## src/rtl/time_counter.sv

```systemverilog
// 24-hour (or 12-hour) BCD time-of-day counter with adjust inputs.
// Drives per-pair blanking for the 7-segment scan stage.
module time_counter #(
  parameter int          HOUR_MOD     = 24,
  parameter logic [3:0]  BLANK_NIBBLE = 4'hF
) (
  input  logic       CLK,
  input  logic       RST,
  input  logic       EN1HZ,
  input  logic       SECCLR,
  input  logic       MININC,
  input  logic       HOURINC,
  input  logic       SECON,
  input  logic       MINON,
  input  logic       HOURON,
  output logic [7:0] SEC,
  output logic [7:0] MIN,
  output logic [7:0] HOUR,
  output logic [7:0] DSEC,
  output logic [7:0] DMIN,
  output logic [7:0] DHOUR,
  output logic       DAYPULSE
);

  localparam int         HLAST     = HOUR_MOD - 1;
  localparam logic [7:0] HOUR_LAST =
    8'((HLAST / 10) * 16 + (HLAST % 10));
  localparam logic [7:0] MS_LAST   = 8'h59;
  localparam logic [7:0] BLANK     = {BLANK_NIBBLE, BLANK_NIBBLE};

  // Packed-BCD increment that wraps to 00 after `last`.
  function automatic logic [7:0] bcd_inc(
    input logic [7:0] v,
    input logic [7:0] last
  );
    logic [7:0] r;
    r = {v[7:4], v[3:0] + 4'd1};
    if (v == last)
      r = 8'h00;
    else if (v[3:0] == 4'd9)
      r = {v[7:4] + 4'd1, 4'd0};
    return r;
  endfunction

  logic       sec_wrap;
  logic       min_wrap;
  logic       hour_wrap;
  logic       sec_carry;
  logic       min_carry;
  logic       min_step;
  logic       hour_step;
  logic       day_roll;
  logic [7:0] sec_nxt;
  logic [7:0] min_nxt;
  logic [7:0] hour_nxt;

  assign sec_wrap  = (SEC == MS_LAST);
  assign min_wrap  = (MIN == MS_LAST);
  assign hour_wrap = (HOUR == HOUR_LAST);

  // A clear in the same cycle swallows the seconds carry.
  assign sec_carry = EN1HZ & ~SECCLR & sec_wrap;
  assign min_carry = sec_carry & min_wrap;

  // Manual and carry steps merge into a single increment.
  assign min_step  = MININC | sec_carry;
  assign hour_step = HOURINC | min_carry;
  assign day_roll  = min_carry & hour_wrap & ~HOURINC;

  always_comb begin
    sec_nxt = SEC;
    if (SECCLR)
      sec_nxt = 8'h00;
    else if (EN1HZ)
      sec_nxt = bcd_inc(SEC, MS_LAST);
  end

  always_comb begin
    min_nxt = MIN;
    if (min_step)
      min_nxt = bcd_inc(MIN, MS_LAST);
  end

  always_comb begin
    hour_nxt = HOUR;
    if (hour_step)
      hour_nxt = bcd_inc(HOUR, HOUR_LAST);
  end

  always_ff @(posedge CLK or negedge RST) begin
    if (!RST) begin
      SEC      <= 8'h00;
      MIN      <= 8'h00;
      HOUR     <= 8'h00;
      DAYPULSE <= 1'b0;
    end else begin
      SEC      <= sec_nxt;
      MIN      <= min_nxt;
      HOUR     <= hour_nxt;
      DAYPULSE <= day_roll;
    end
  end

  assign DSEC  = SECON  ? SEC  : BLANK;
  assign DMIN  = MINON  ? MIN  : BLANK;
  assign DHOUR = HOURON ? HOUR : BLANK;

endmodule
```

## config.mk

```make
export PLATFORM = sky130hd
export DESIGN_NAME = time_counter
export DESIGN_NICKNAME = d
export VERILOG_FILES = /design/src/rtl/time_counter.sv
export SDC_FILE = /design/constraint.sdc
export NUM_CORES = 1
export LEC_CHECK = 0
export BUFFER_PORTS_ARGS = -buffer_cell sky130_fd_sc_hd__buf_2
export CAP_MARGIN = 20
export CORE_ASPECT_RATIO = 1.25
export CORE_MARGIN = 2
export CORE_UTILIZATION = 46
export CTS_CLUSTER_SIZE = 14
export DETAILED_ROUTE_END_ITERATION = 8
export PLACE_DENSITY_LB_ADDON = 0.25
export SETUP_SLACK_MARGIN = 0.15
export SLEW_MARGIN = 0
export SYNTH_ARGS = -nofsm -noshare
export SYNTH_HDL_FRONTEND = slang
export SYNTH_SLANG_ARGS = --single-unit
```

## constraint.sdc

```tcl
create_clock -name CLK -period 3.3 [get_ports CLK]
set_input_delay 0.33 -clock CLK [delete_from_list [all_inputs] [get_ports CLK]]
set_output_delay 0.33 -clock CLK [all_outputs]
set_load 0.1 [all_outputs]
```

==> impl_metrics.yaml <==
clocking:
  cts_tree: "yes"
  htree_levels: 1
  cts_resized: 0
  insertion_delay_ns: 0.27
  cts_buffers: 3
  cts_max_path_buffers: 2
  clk_pin_slew_ns: 0.09
  root_buffer: "clkbuf_8"
  cts_setup_buffers: 0
  cts_sinks: 25
  cts_hold_buf: 0
grt:
  antenna_found_initial: 0
  grt_pass1_vias: 1261
  grt-ovfl-total: 0
  grt_pass1_wl_mm: 5.51
  grt_start_max_net_pins: 26
  grt.total_usage: 0.172
floorplanning:
  std_cell_rows: 23
  dieArea_sq_mm: 0.00391
  fp.dieW_um: 56.3
  io_pins: 58
  chipHeight_um: 69.4
  coreArea_sq_mm: 0.00325
  start_util: 0.484
worst_setup_path:
  worst_path_largest_cell_delay_ns: 0.44
  path_cells: "inv_1, ha_1, and4b_4, a41oi_4, or3_1, o21ai_0"
  cp.required_ns: 3.48
  rr_endpoint: "HOUR[3]"
  r2r_setup_slack_ns: 1.47
  crit_path_top_delay_cell: "dfrtp_1"
  ff2ff_path_depth: 6
  cp_data_arrival_time_ns: 2.01
  crit_path_start_kind: "register"
  crit_path_end_kind: "register"
  path_class: "reg2reg"
  cp_max_fo: 14
  reg2reg_from: "SEC[1]"
finish:
  layout-drive-gt1-share: 0.318
  fillCellCount: 301
  finish.instance_area_sq_mm: 0.00193
  final_cell_mix: "buf_2 (57), dfrtp_1 (25), nand2b_1 (20), o21ai_0 (20), nand2_1 (18)"
  final_cells: 260
  fin_nets: 243
  diodes: 0
  area_growth_pct: 23.0
  layout_commonest_cell: "buf_2"
hold_path:
  hp-class: "in2async"
routing:
  wirelength_mm: 3.30
  drc: 0
  dr.first_iter.drc_count: 36
  ant_nets: 0
  post_drt_wl_per_cell_um: 12.7
  vias: 1399
  via_per_inst: 5.38
  firstDrtPassIters: 4
timing:
  fin_setup_tns_ns: 0
  relSlewSlack: 0.629
  drv_slew: 0
  worstMarginPinSlew_ns: 0.556
  skew_ns: 0.00338
  finalCriticalPeriod_ns: 1.83
  fin_crit_sh: 0.554
  max_freq_mhz: 547
  rsz0062_at_grt: "false"
  setup_viol_count_final: 0
  hold_violations: 0
yosys:
  yosys_most_used_dff: "dfrtp_1"
  synth_nets: 183
  synth_top_area_share: 0.398
  synthCells: 164
  syn_area_sq_mm: 0.00157
  ys_ff_latch: 25
  async_reset_ff_frac: 1.00
  synth_edf_count: 0
  syn_avg_cell_area_sq_um: 9.59
  synth_area_leaders: "dfrtp_1 (40%), ha_1 (8.0%), nand2b_1 (8.0%)"
  synth_warnings: 0
  post-synth-top-area-cell: "dfrtp_1"
  seq_area_frac_synth: 0.398
  yosysUniqueCellTypes: 36
place:
  numPortBuffers: 57
  gp_congestion: 0.734
  post_dp_cell_area_sq_mm: 0.00189
  dp_hpwl_mm: 2.51
  dp_cells: 256
outcome:
  status: "finished, final reports clean"
flow_run:
  maxCapViolCount: 0
## state kept, by name (all words and copies together) (netlist names)
register / count
HOUR: 8
MIN: 8
SEC: 8
DAYPULSE: 1
## per-stage QoR
stage                      util  hold slack, ns  setup WS [ns]
after floorplan               -          0.0344          0.987
after CTS                 0.595          0.0713           1.50
after detailed placement  0.581           0.363           1.53
final                     0.595          0.0429           1.47
after global routing      0.595          0.0880           1.36
after global placement    0.581           0.350           1.57
## worst max-delay path, delay by kind of cell (launching register included)
kind,cells,cell delay (ns)
simple gates,2,0.69
flops,1,0.44
compound gates,2,0.31
fa+ha+maj,1,0.20
buf+inv,1,0.10
## routing by layer
metal / routed length (um) / GRT usage / vias up
li1: - / - / 692
met1: 1480 / 0.213 / 663
met2: 1600 / 0.295 / 40
met3: 183 / 0.0317 / 4
met4: 40 / 0.0608 / 0
met5: 0 / 0 / -
## how the worst max path moves through the flow
stage | start | endpoint | slack (ns) | cells after the start
finish | SEC[1] | HOUR[3] | 1.47 | 6
global route | SEC[1] | HOUR[7] | 1.36 | 6
CTS | SEC[1] | HOUR[3] | 1.50 | 6
detailed placement | SEC[1] | HOUR[3] | 1.53 | 6
global placement | SEC[1] | MIN[5] | 1.57 | 6
floorplan | SEC[0] | HOUR[2] | 0.99 | 6
## logic make-up (layout without fill, tap and decap cells)
kind of cell             after synthesis  count (layout)  synth area share
multiplexers                           5               5            0.0350
AND/OR/NAND/NOR                       74              74             0.282
flip-flops                            25              25             0.398
XOR/XNOR                               4               4            0.0223
AO/OA/AOI/OAI                         35              35             0.153
buffers and inverters                 11              70            0.0310
adder cells (fa/ha/maj)               10              10            0.0796
## synthesized netlist by cell type (2+ instances only)
cell type  instances
dfrtp_1           25
nand2b_1          20
o21ai_0           20
nand2_1           18
ha_1              10
inv_1              9
nor2_1             8
a21oi_1            5
and3b_1            4
mux2_2             4
nand3b_1           4
nand3_1            3
nor3_1             3
and4bb_4           2
buf_4              2
nand4_1            2
nor4_1             2
o31ai_1            2
or3_1              2
xnor2_1            2
xor2_1             2
## layout make-up
class	count	area (sq um)	area share
Multi-Input combinational cell	128	898	0.464
Sequential cell	25	626	0.323
Timing Repair Buffer	57	285	0.147
Tap cell	37	46.3	0.0239
Clock buffer	4	45.0	0.0233
Inverter	9	33.8	0.0175
Power is left out: the tool's default activity adds up to more than one toggle a clock period on the data nets, which glitch-free logic cannot reach.
